==> config.mk <==
export PLATFORM = sky130hd
export DESIGN_NAME = orbit_trail_plotter
export DESIGN_NICKNAME = d
export VERILOG_FILES = /design/src/rtl/orbit_plot_pkg.sv /design/src/rtl/orbit_trail_plotter_trail_ring.sv /design/src/rtl/orbit_trail_plotter.sv
export SDC_FILE = /design/constraint.sdc
export NUM_CORES = 2
export LEC_CHECK = 0
export BUFFER_PORTS_ARGS = -buffer_cell sky130_fd_sc_hd__buf_2
export CORE_MARGIN = 2
export CORE_UTILIZATION = 45
export DETAILED_ROUTE_END_ITERATION = 8
export PLACE_DENSITY = 0.62
export SETUP_SLACK_MARGIN = 0.05
export SLEW_MARGIN = 20
export SYNTH_ARGS = -nofsm -noshare
export SYNTH_HDL_FRONTEND = slang
export SYNTH_HIERARCHICAL = 1
export SYNTH_SLANG_ARGS = --single-unit
==> constraint.sdc <==
create_clock -name clk -period 3.95 [get_ports clk]
set_input_delay 0.5925 -clock clk [delete_from_list [all_inputs] [get_ports clk]]
set_output_delay 0.5925 -clock clk [all_outputs]
set_load 0.01 [all_outputs]
==> src/rtl/orbit_plot_pkg.sv <==
// Shared constants, FSM state type and screen-centre helpers for the orbit trail plotter.
package orbit_plot_pkg;

  localparam int H_DISPLAY_DEF = 640;
  localparam int V_DISPLAY_DEF = 480;
  localparam int FB_ADDR_W     = 19;

  typedef enum logic [2:0] {
    ST_IDLE,
    ST_MAP,
    ST_ERASE,
    ST_DRAW,
    ST_CLEAR
  } state_t;

  // Origin sits at the screen centre; y is flipped so up is positive.
  function automatic int centre_x(input int h_display);
    return h_display / 2;
  endfunction

  function automatic int centre_y(input int v_display);
    return v_display / 2 - 1;
  endfunction

endpackage

==> src/rtl/orbit_trail_plotter_trail_ring.sv <==
// Ring buffer of plotted framebuffer addresses, oldest at the head; one push or pop per cycle.
// head_dat_o already looks past an entry being popped this cycle so the next erase can be issued back-to-back.
module trail_ring
  import orbit_plot_pkg::*;
#(
  parameter int DEPTH = 64,
  parameter int CNT_W = $clog2(DEPTH + 1)
) (
  input  logic                 clk,
  input  logic                 reset_n,
  input  logic                 push_i,
  input  logic [FB_ADDR_W-1:0] push_dat_i,
  input  logic                 pop_i,
  output logic [FB_ADDR_W-1:0] head_dat_o,
  output logic [CNT_W-1:0]     count_o,
  output logic                 full_o,
  output logic                 empty_o
);

  localparam int PTR_W = $clog2(DEPTH);

  logic [FB_ADDR_W-1:0] mem_q [DEPTH];
  logic [PTR_W-1:0]     wr_ptr_q, wr_ptr_d;
  logic [PTR_W-1:0]     rd_ptr_q, rd_ptr_d;
  logic [PTR_W-1:0]     rd_ptr_inc;
  logic [CNT_W-1:0]     count_q, count_d;

  assign rd_ptr_inc = rd_ptr_q + PTR_W'(1);
  assign head_dat_o = pop_i ? mem_q[rd_ptr_inc] : mem_q[rd_ptr_q];
  assign count_o    = count_q;
  assign full_o     = (count_q == CNT_W'(DEPTH));
  assign empty_o    = (count_q == '0);

  always_comb begin
    wr_ptr_d = wr_ptr_q;
    rd_ptr_d = rd_ptr_q;
    count_d  = count_q;
    if (push_i) begin
      wr_ptr_d = wr_ptr_q + PTR_W'(1);
      count_d  = count_q + CNT_W'(1);
    end else if (pop_i) begin
      rd_ptr_d = rd_ptr_inc;
      count_d  = count_q - CNT_W'(1);
    end
  end

  always_ff @(posedge clk or negedge reset_n) begin
    if (!reset_n) begin
      wr_ptr_q <= '0;
      rd_ptr_q <= '0;
      count_q  <= '0;
    end else begin
      wr_ptr_q <= wr_ptr_d;
      rd_ptr_q <= rd_ptr_d;
      count_q  <= count_d;
    end
  end

  always_ff @(posedge clk) begin
    if (push_i) begin
      mem_q[wr_ptr_q] <= push_dat_i;
    end
  end

endmodule

==> src/rtl/orbit_trail_plotter.sv <==
// Maps integrator positions to 1-bpp framebuffer writes, keeping a TRAIL_LEN comet tail (erase oldest, draw newest).
// Draw visible 2 cycles after accept (3 when full); ready drops while busy; ORBIT_PLOT_DEDUP_EN drops repeat addresses.
module orbit_trail_plotter
  import orbit_plot_pkg::*;
#(
  parameter int TRAIL_LEN = 64,
  parameter int POS_SHIFT = 16,
  parameter int H_DISPLAY = H_DISPLAY_DEF,
  parameter int V_DISPLAY = V_DISPLAY_DEF
) (
  input  logic                           clk,
  input  logic                           reset_n,
  input  logic                           pos_valid,
  output logic                           pos_ready,
  input  logic [31:0]                    pos_x,
  input  logic [31:0]                    pos_y,
  input  logic                           clear,
  output logic                           fb_we,
  output logic [FB_ADDR_W-1:0]           fb_addr,
  output logic                           fb_data,
  output logic [$clog2(TRAIL_LEN+1)-1:0] trail_count,
  output logic                           busy
);

  localparam int CNT_W = $clog2(TRAIL_LEN + 1);
  localparam logic signed [31:0] CX = centre_x(H_DISPLAY);
  localparam logic signed [31:0] CY = centre_y(V_DISPLAY);
  localparam logic signed [31:0] HD = H_DISPLAY;
  localparam logic signed [31:0] VD = V_DISPLAY;

  state_t               state_q, state_d;
  logic signed [31:0]   x_q, x_d, y_q, y_d;
  logic [FB_ADDR_W-1:0] addr_q, addr_d;
  logic                 clear_pend_q, clear_pend_d;
  logic                 pos_ready_q, pos_ready_d;
  logic                 busy_q, busy_d;
  logic                 fb_we_q, fb_we_d;
  logic [FB_ADDR_W-1:0] fb_addr_q, fb_addr_d;
  logic                 fb_data_q, fb_data_d;

  logic signed [31:0]   px, py;
  logic [FB_ADDR_W-1:0] addr_new;
  logic                 on_screen, dup;
  logic                 ring_push, ring_pop, ring_full, ring_empty;
  logic [FB_ADDR_W-1:0] ring_head;
  logic [CNT_W-1:0]     ring_count;

  assign px        = (x_q >>> POS_SHIFT) + CX;
  assign py        = CY - (y_q >>> POS_SHIFT);
  assign on_screen = (px >= 0) && (px < HD) && (py >= 0) && (py < VD);
  assign addr_new  = FB_ADDR_W'(py) * FB_ADDR_W'(H_DISPLAY) + FB_ADDR_W'(px);

  // Push/pop follow the write currently on the bus, one cycle after it was scheduled.
  assign ring_push = (state_q == ST_DRAW);
  assign ring_pop  = (state_q == ST_ERASE) || ((state_q == ST_CLEAR) && fb_we_q);

`ifdef ORBIT_PLOT_DEDUP_EN
  logic [FB_ADDR_W-1:0] last_q, last_d;
  logic                 last_vld_q, last_vld_d;

  assign dup        = last_vld_q && (addr_new == last_q);
  assign last_d     = (state_q == ST_DRAW) ? addr_q : last_q;
  assign last_vld_d = (state_q == ST_CLEAR) ? 1'b0 : (last_vld_q || (state_q == ST_DRAW));

  always_ff @(posedge clk or negedge reset_n) begin
    if (!reset_n) begin
      last_q     <= '0;
      last_vld_q <= 1'b0;
    end else begin
      last_q     <= last_d;
      last_vld_q <= last_vld_d;
    end
  end
`else
  assign dup = 1'b0;
`endif

  trail_ring #(
    .DEPTH (TRAIL_LEN),
    .CNT_W (CNT_W)
  ) u_ring (
    .clk        (clk),
    .reset_n    (reset_n),
    .push_i     (ring_push),
    .push_dat_i (addr_q),
    .pop_i      (ring_pop),
    .head_dat_o (ring_head),
    .count_o    (ring_count),
    .full_o     (ring_full),
    .empty_o    (ring_empty)
  );

  always_comb begin
    state_d      = state_q;
    x_d          = x_q;
    y_d          = y_q;
    addr_d       = addr_q;
    fb_we_d      = 1'b0;
    fb_data_d    = 1'b0;
    fb_addr_d    = fb_addr_q;
    // IDLE consumes a clear directly; elsewhere it waits in clear_pend.
    clear_pend_d = (state_q == ST_IDLE) ? 1'b0 : (clear_pend_q || clear);
    case (state_q)
      ST_IDLE: begin
        if (clear_pend_q || clear) begin
          state_d = ST_CLEAR;
          if (!ring_empty) begin
            fb_we_d   = 1'b1;
            fb_addr_d = ring_head;
          end
        end else if (pos_valid && pos_ready_q) begin
          x_d     = pos_x;
          y_d     = pos_y;
          state_d = ST_MAP;
        end
      end
      ST_MAP: begin
        if (on_screen && !dup) begin
          addr_d  = addr_new;
          fb_we_d = 1'b1;
          if (ring_full) begin
            state_d   = ST_ERASE;
            fb_addr_d = ring_head;
          end else begin
            state_d   = ST_DRAW;
            fb_data_d = 1'b1;
            fb_addr_d = addr_new;
          end
        end else begin
          state_d = ST_IDLE;
        end
      end
      ST_ERASE: begin
        state_d   = ST_DRAW;
        fb_we_d   = 1'b1;
        fb_data_d = 1'b1;
        fb_addr_d = addr_q;
      end
      ST_DRAW: state_d = ST_IDLE;
      ST_CLEAR: begin
        if (fb_we_q && (ring_count > CNT_W'(1))) begin
          fb_we_d   = 1'b1;
          fb_addr_d = ring_head;
        end else begin
          state_d = ST_IDLE;
        end
      end
      default: state_d = ST_IDLE;
    endcase
    pos_ready_d = (state_d == ST_IDLE) && !clear_pend_d;
    busy_d      = (state_d != ST_IDLE);
  end

  always_ff @(posedge clk or negedge reset_n) begin
    if (!reset_n) begin
      state_q      <= ST_IDLE;
      x_q          <= '0;
      y_q          <= '0;
      addr_q       <= '0;
      clear_pend_q <= 1'b0;
      pos_ready_q  <= 1'b0;
      busy_q       <= 1'b0;
      fb_we_q      <= 1'b0;
      fb_addr_q    <= '0;
      fb_data_q    <= 1'b0;
    end else begin
      state_q      <= state_d;
      x_q          <= x_d;
      y_q          <= y_d;
      addr_q       <= addr_d;
      clear_pend_q <= clear_pend_d;
      pos_ready_q  <= pos_ready_d;
      busy_q       <= busy_d;
      fb_we_q      <= fb_we_d;
      fb_addr_q    <= fb_addr_d;
      fb_data_q    <= fb_data_d;
    end
  end

  assign pos_ready   = pos_ready_q;
  assign busy        = busy_q;
  assign fb_we       = fb_we_q;
  assign fb_addr     = fb_addr_q;
  assign fb_data     = fb_data_q;
  assign trail_count = ring_count;

endmodule

# Yosys cells after proc, flatten, opt, wreduce, memory -nomap -nowiden
# Memory sizes are Yosys's and may differ from the RTL's.
# Cells that the tools add are included.
# totals
regBits	129
ram_bits	1216
wordCells	84
mem_count	1
# memory_table
memory	words	width	rd	rd_ports_with_merged_regs	write_ports	line	rtl
u_ring.mem_q	64	19	2	0	1	orbit_trail_plotter_trail_ring.sv:22	logic [FB_ADDR_W-1:0] mem_q [DEPTH];
# op_classes
add_sub_neg	7
mul	1
n_lt_le_gt_ge	5
eq_ne	9
n_mux	26
bitwise	2
reduce_logical	20
# op_table
op	count
$mux W19	6
$pmux W19 S4	1
$ge A17 B1 Y1 const B	2
$add A19 B17 Y19	1
$add A16 B10 Y17 const B	1
$lt A17 B10 Y1 const B	1
$lt A17 B11 Y1 const B	1
$mul A17 B4 Y12 const B	1
$sub A9 B16 Y17 const A	1
$mux W7	2
$add A6 B1 Y6 const B	2
$mux W3	4
$pmux W3 S4	1
$mux W1	10
$add A7 B1 Y7 const B	1
$eq A7 B7 Y1 const B	1
$gt A7 B1 Y1 const B	1
$logic_and A1 B1 Y1	7
$logic_not A7 Y1	1
$sub A7 B1 Y7 const B	1
$eq A3 B2 Y1 const B	2
$logic_not A3 Y1	2
$reduce_and A5 Y1	1
$ne A2 B1 Y1 const B	2
other kinds (13)	17

# Logic depth before layout (Yosys ltp)
# logic_depth
depth_word	9
mapped_depth	16
depth_no_buf	16

# Cells and area by module
# The synthesis kept the hierarchy.
# modules_own_cells
mod	instances	cells_per_inst	area_per_inst_um2
trail_ring	1	3092	58019.4
orbit_trail_plotter	1	517	4669.5

# Worst setup path after synthesis
# OpenSTA, ideal clock, no wires.
# synth_timing
kind	flip-flop to flip-flop
from	reg y_q[20]
to	reg fb_addr_q[18] (netlist: fb_addr[18])
setup_ps	82
arrival_ps	3313
slack_ps	555
stages_incl_launch_ff	17
path_buffers	0
period_less_slack_ps	3395
path_cell_list	dfrtp_1 ha_1 inv_1 ha_1 ha_1 a21oi_1 o21bai_1 a21oi_1 o21bai_1 a21oi_1 xnor2_1 ha_1 or2_2 a311oi_1 o21ai_0 a21o_1 a31oi_1
# synth_between
elab_chain_cells	6
# synth_lines
element	line	rtl
start, declared	orbit_trail_plotter.sv:32	logic signed [31:0] x_q, x_d, y_q, y_d;
start signal, assigned	orbit_trail_plotter.sv:169	y_q <= y_d;
$sub A9 B16 Y17 (*)	orbit_trail_plotter.sv:49	assign py = CY - (y_q >>> POS_SHIFT);
$mul A17 B4 Y12 or $ge A17 B1 Y1 (tied branches)	orbit_trail_plotter.sv:51, orbit_trail_plotter.sv:50	
$add A19 B17 Y19 or $logic_and A1 B1 Y1 (tied branches)	orbit_trail_plotter.sv:51, orbit_trail_plotter.sv:50	
$mux W19 or $logic_and A1 B1 Y1 (tied branches)	orbit_trail_plotter.sv:121, orbit_trail_plotter.sv:50	
$mux W19 or $ne A2 B2 Y1 (tied branches)	--	
$pmux W19 S4 or $reduce_and A5 Y1 (tied branches)	--	
end signal, assigned	orbit_trail_plotter.sv:175	fb_addr_q <= fb_addr_d;
end, declared	orbit_trail_plotter.sv:38	logic [FB_ADDR_W-1:0] fb_addr_q, fb_addr_d;
# Every way passes the cells marked *; elsewhere a longest branch is shown, timed or not. The select of a mux whose other input is x is not followed.
# A chain may end at the register's enable or synchronous reset.

# Final worst setup path
# layout_timing
from	reg u_ring.rd_ptr_q[0]
to	reg fb_addr_q[13] (netlist: fb_addr[13])
# layout_between
elab_chain_cells	6
# layout_lines
element	line	rtl
start, declared	orbit_trail_plotter_trail_ring.sv:24	logic [PTR_W-1:0] rd_ptr_q, rd_ptr_d;
start signal, assigned	orbit_trail_plotter_trail_ring.sv:54	rd_ptr_q <= rd_ptr_d;
$add A6 B1 Y6 (*)	orbit_trail_plotter_trail_ring.sv:28	assign rd_ptr_inc = rd_ptr_q + PTR_W'(1);
via u_ring.rd_ptr_inc[1]	orbit_trail_plotter_trail_ring.sv:25	logic [PTR_W-1:0] rd_ptr_inc;
$mem_v2 Z64 W19 (*)	--	
$mux W19 (*)	orbit_trail_plotter_trail_ring.sv:29	assign head_dat_o = pop_i ? mem_q[rd_ptr_inc] : mem_q[rd_ptr_q];
via ring_head[13]	orbit_trail_plotter.sv:45	logic [FB_ADDR_W-1:0] ring_head;
$mux W19, on equally long branches	orbit_trail_plotter.sv:121, orbit_trail_plotter.sv:107	
$mux W19, on equally long branches	orbit_trail_plotter.sv:118, orbit_trail_plotter.sv:105	
$pmux W19 S4 (*)	orbit_trail_plotter.sv:103	case (state_q)
# Mark *: on every way through the listed nets, which the timed path passes. The rest lies on a longest branch. The select of a mux whose other input is x is not followed.

==> flow_summary.rst <==
.. list-table::
   :header-rows: 1

   * - Metric
     - Value
   * - Result of the run
     - finished clean
   * - Data arrival time at the worst-slack endpoint
     - ~4.4 ns
   * - Basic-gate share of the synthesized area counting and, or, nand and nor cells
     - around 4.7%
   * - Post-synthesis async set-or-reset flop share
     - under 10%
   * - Flip-flop cell with the highest count after synthesis
     - edfxtp_1
   * - Chip width
     - about 380 um
   * - Half-perimeter wire length of the detailed placement result
     - between 100,000 and 150,000 um
   * - Site Rows
     - 136
   * - Initial Utilization
     - 45.5%
   * - GR Overflow Total
     - 0
   * - Number of maximum-capacitance constraint violations
     - 0
   * - Fraction of the yosys area taken by sequential cells
     - approximately 62%
   * - Detailed-route wire length
     - 180,000 um
   * - Post-Synthesis Cells
     - roughly 3.6k
   * - Kind of capture point of the worst setup path
     - register
   * - First-iteration detailed-routing DRC count
     - roughly 4.4k
   * - Clock tree skew after final layout
     - 0.0322 ns
   * - Number of synthesized register bits
     - about 1.3k
   * - Warnings, synthesis
     - 6
   * - Number of global-route vias before repair
     - ~37k
   * - Synthesis-to-finish area growth
     - 13.5%
   * - Final worst-path cycle share
     - between 90% and 100%
   * - H-tree depth
     - 4
   * - Wire length of the first global-routing pass
     - around 260,000 um
   * - Number of different library cells in the post-synthesis netlist
     - 79
   * - Depth of the most critical reg-to-reg path
     - 9
   * - Share of total power in the clock network
     - approximately 25%
   * - CP Launch Type
     - register
   * - Crit path capture
     - fb_addr[13]
   * - Final cell count without fillers
     - 5,719
   * - Post-detailed-route DRC marker count
     - 0
   * - Setup-failing EPs final
     - 0
   * - Share of Yosys cell area claimed by the top area cell type
     - roughly three fifths
   * - CTS tree
     - yes
   * - Worst-path maximum fanout
     - 24
   * - Critical Path RT
     - roughly 4.6 ns
   * - Fraction of synthesized cell area in xor and xnor cells
     - less than 1%
   * - Top area cells in the synthesized netlist
     - edfxtp_1, mux4_2, mux2i_1
   * - Switching power share of the total
     - between 30% and 40%
   * - Shortest clock period the worst path allows after layout
     - about 3.8 ns
   * - Leakage power
     - 23.4 nW
   * - Destination of the worst register-to-register timing path
     - fb_addr[13]
   * - Post-Syn Area
     - ~63,000 sq um
   * - Worst Setup Slack post-DPL
     - 0.172 ns
   * - Crit path kind
     - register to register
   * - Summed negative setup slack over all endpoints
     - 0 ns
   * - Number of sinks handled by clock tree synthesis
     - between 1k and 1.5k
   * - Net count, final
     - a little under 4k
   * - Compound-Gate Fraction of Synth Area
     - approximately 4.8%
   * - Register-to-register path setup slack
     - roughly 0.18 ns
   * - Library cell with the largest summed area after synthesis
     - edfxtp_1
   * - Die H
     - approximately 380 um
   * - Total CTS buffers
     - 139
   * - Count of TritonRoute iterations in the first routing pass
     - 6
   * - Maximum number of pins on one net before global-route repair
     - 115
   * - Fin worst setup slack
     - 0.185 ns
   * - # IOs
     - between 90 and 100
   * - Fraction of power consumed by sequential logic
     - 30.5%
   * - Pint
     - between 30 and 40 mW
   * - Root Buffer Master
     - clkbuf_16
   * - Cell with the most instances after synthesis
     - edfxtp_1
   * - Min-delay worst type
     - input port to register
   * - Part of the power in combinational logic
     - between 40 and 50%
   * - Crit Reg-Reg Startpoint
     - u_ring/rd_ptr_q[0]
   * - Final count of pins violating max slew
     - 0
   * - Net Sw Power
     - about 19 mW
   * - Adder-cell share of the synthesized area
     - 0.794%
   * - Filler Cells Inserted
     - approximately 11k
   * - RSZ-0062 raised after global routing
     - yes
   * - Routed wire per std cell
     - roughly 32 um
   * - Largest voltage drop on the vdd net
     - roughly 0.00072 V
   * - Routability-driven placement congestion ratio
     - 0.907
   * - Worst setup path start
     - u_ring/rd_ptr_q[0]
   * - Post-synth EDFFs
     - about 1.2k
   * - Full die area
     - ~140,000 sq um
   * - Worst max-slew margin expressed relative to the limit
     - between 30% and 40%
   * - Core area
     - 138,000 sq um
   * - Count of endpoints failing hold in the final timing report
     - 0
   * - Cell area power density
     - about 740 nW/um^2
   * - Number of vias per cell after detailed routing
     - roughly 6.5
   * - Combinational family with the most area after synthesis
     - multiplexers
   * - Post-Syn Area per Cell
     - between 15 and 20 sq um
   * - Worst-case clock buffer depth
     - 3
   * - Synthesized net count
     - 3,715
   * - Count of nets left with antenna violations after detail routing
     - 0
   * - Fraction of layout instances using a drive strength above 1
     - 30.1%
   * - Register clock-pin slew on the reported worst setup and hold paths
     - 0.06 ns
   * - Antenna violations before repair
     - 0
   * - Clock latency at the later pin of the worst-skew pair
     - between 0.7 and 0.8 ns
   * - Maximum clock frequency
     - 0.266 GHz
   * - Total via count in the routed design
     - around 37k
   * - Total instance count after detailed placement
     - 5,431
   * - Global Route Usage Sum
     - about 26%
   * - Slew at the pin closest to its max-slew limit
     - between 1 and 1.5 ns
   * - Multiplexer share of the synthesized area
     - about a quarter
   * - Most frequent cells after synthesis
     - edfxtp_1, mux4_2, nand2_1, mux2i_1, nor2_1
   * - Port buffer count
     - 65
kinds of logic after synthesis:
| group | after synthesis |
|---|---|
| xor+xnor | 49 |
| flops | 1313 |
| fa+ha+maj | 38 |
| simple gates | 647 |
| mux | 853 |
| buf+inv | 289 |
| compound gates | 420 |
how the worst min path moves through the flow:
stage | slack [ns] | cells past startpoint | start | endpoint
global route | 0.05 | 3 | pos_y[18] | y_q[18]
finish | 0.05 | 3 | pos_y[18] | y_q[18]
CTS | 0.006 | 3 | pos_y[18] | y_q[18]
global placement | 0.48 | 2 | y_q[28] | y_q[28]
detailed placement | 0.49 | 2 | y_q[28] | y_q[28]
floorplan | 0.30 | 0 | reset_n | addr_q[0]
power groups by stage:
stage | logic (mW) | clock network [mW] | registers [mW]
after floorplan | 16.5 | 0 | 16.2
after global placement | 23.4 | 0 | 16.4
after detailed placement | 23.5 | 0 | 16.4
after CTS | 23.6 | 13.1 | 16.1
after global routing | 25.2 | 13.7 | 16.2
final | 23.8 | 12.9 | 16.1
state kept, by name (all words and copies together), names as in the netlist, 3 cells and up:
register         flops
y_q                 16
x_q                 16
fb_addr             19
u_ring/mem_q      1216
u_ring/count_o       7
u_ring/wr_ptr_q      6
state_q              3
u_ring/rd_ptr_q      6
addr_q              19
final cells by class:
type	count	area, sq um	area share, %
Sequential cell	1313	39000	54.8
Multi-Input combinational cell	2007	22600	31.7
Clock buffer	180	3770	5.30
Timing Repair Buffer	328	2800	3.94
Tap cell	1794	2240	3.15
Clock inverter	72	691	0.971
Inverter	23	86.3	0.121
Antenna cell	2	5.00	0.00703
placed cells by master (no fill, tap or decap), types with 20 or more instances in the layout:
cell / count
nor2_1: 90
o21ai_0: 32
buf_4: 200
clkinv_1: 22
nand2_1: 297
dfrtp_1: 74
a22oi_1: 48
nand2b_1: 31
a32o_1: 20
ha_1: 34
clkinv_2: 23
a21oi_1: 76
buf_12: 32
clkbuf_1: 33
nor2_2: 60
mux2i_1: 290
buf_2: 64
nor3_1: 28
dlygate4sd3_1: 31
o22ai_1: 60
xnor2_1: 33
clkbuf_16: 144
a211o_1: 37
nand3_1: 36
mux4_2: 551
nor4_1: 20
nand3b_1: 21
edfxtp_1: 1216
inv_1: 21
critical path, cell delays in order (launching register included):
cell      delay, ns
dfrtp_4        0.52
ha_4           0.47
buf_12         0.28
buf_4          0.32
mux4_2         0.55
mux4_2         0.50
a22o_1         0.26
a221o_1        0.29
a221oi_1       0.27
a21oi_1        0.11
layer usage:
metal  wire length [um]  part of all wire, %  global-route usage [%]  vias up
li1                   -                    -                       -    15300
met1              70300                   39                    34.2    19500
met2              84100                   47                    39.7     1770
met3              17400                  9.6                    6.17      324
met4               8610                  4.8                    11.9        0
met5                  0                    0                       0        -
per-stage QoR:
step                hold slack, ns  cell area (sq um)  util, %  total power, mW
floorplan                    0.297              62700        -             32.7
global placement             0.477              66300     48.1             39.8
detailed placement           0.494              66300     48.1             39.9
CTS                        0.00613              71100     51.6             52.9
global route                0.0518              71100     51.6             55.0
finish                      0.0478              71200     51.6             52.9
what timing repair did:
item,CTS,global route
gates resized for setup,0,5
setup endpoints to repair,0,3
hold endpoints to repair,75,0
hold buffers,31,0
buffers inserted,0,3
Note: power is estimated with default switching activity, not from simulation.
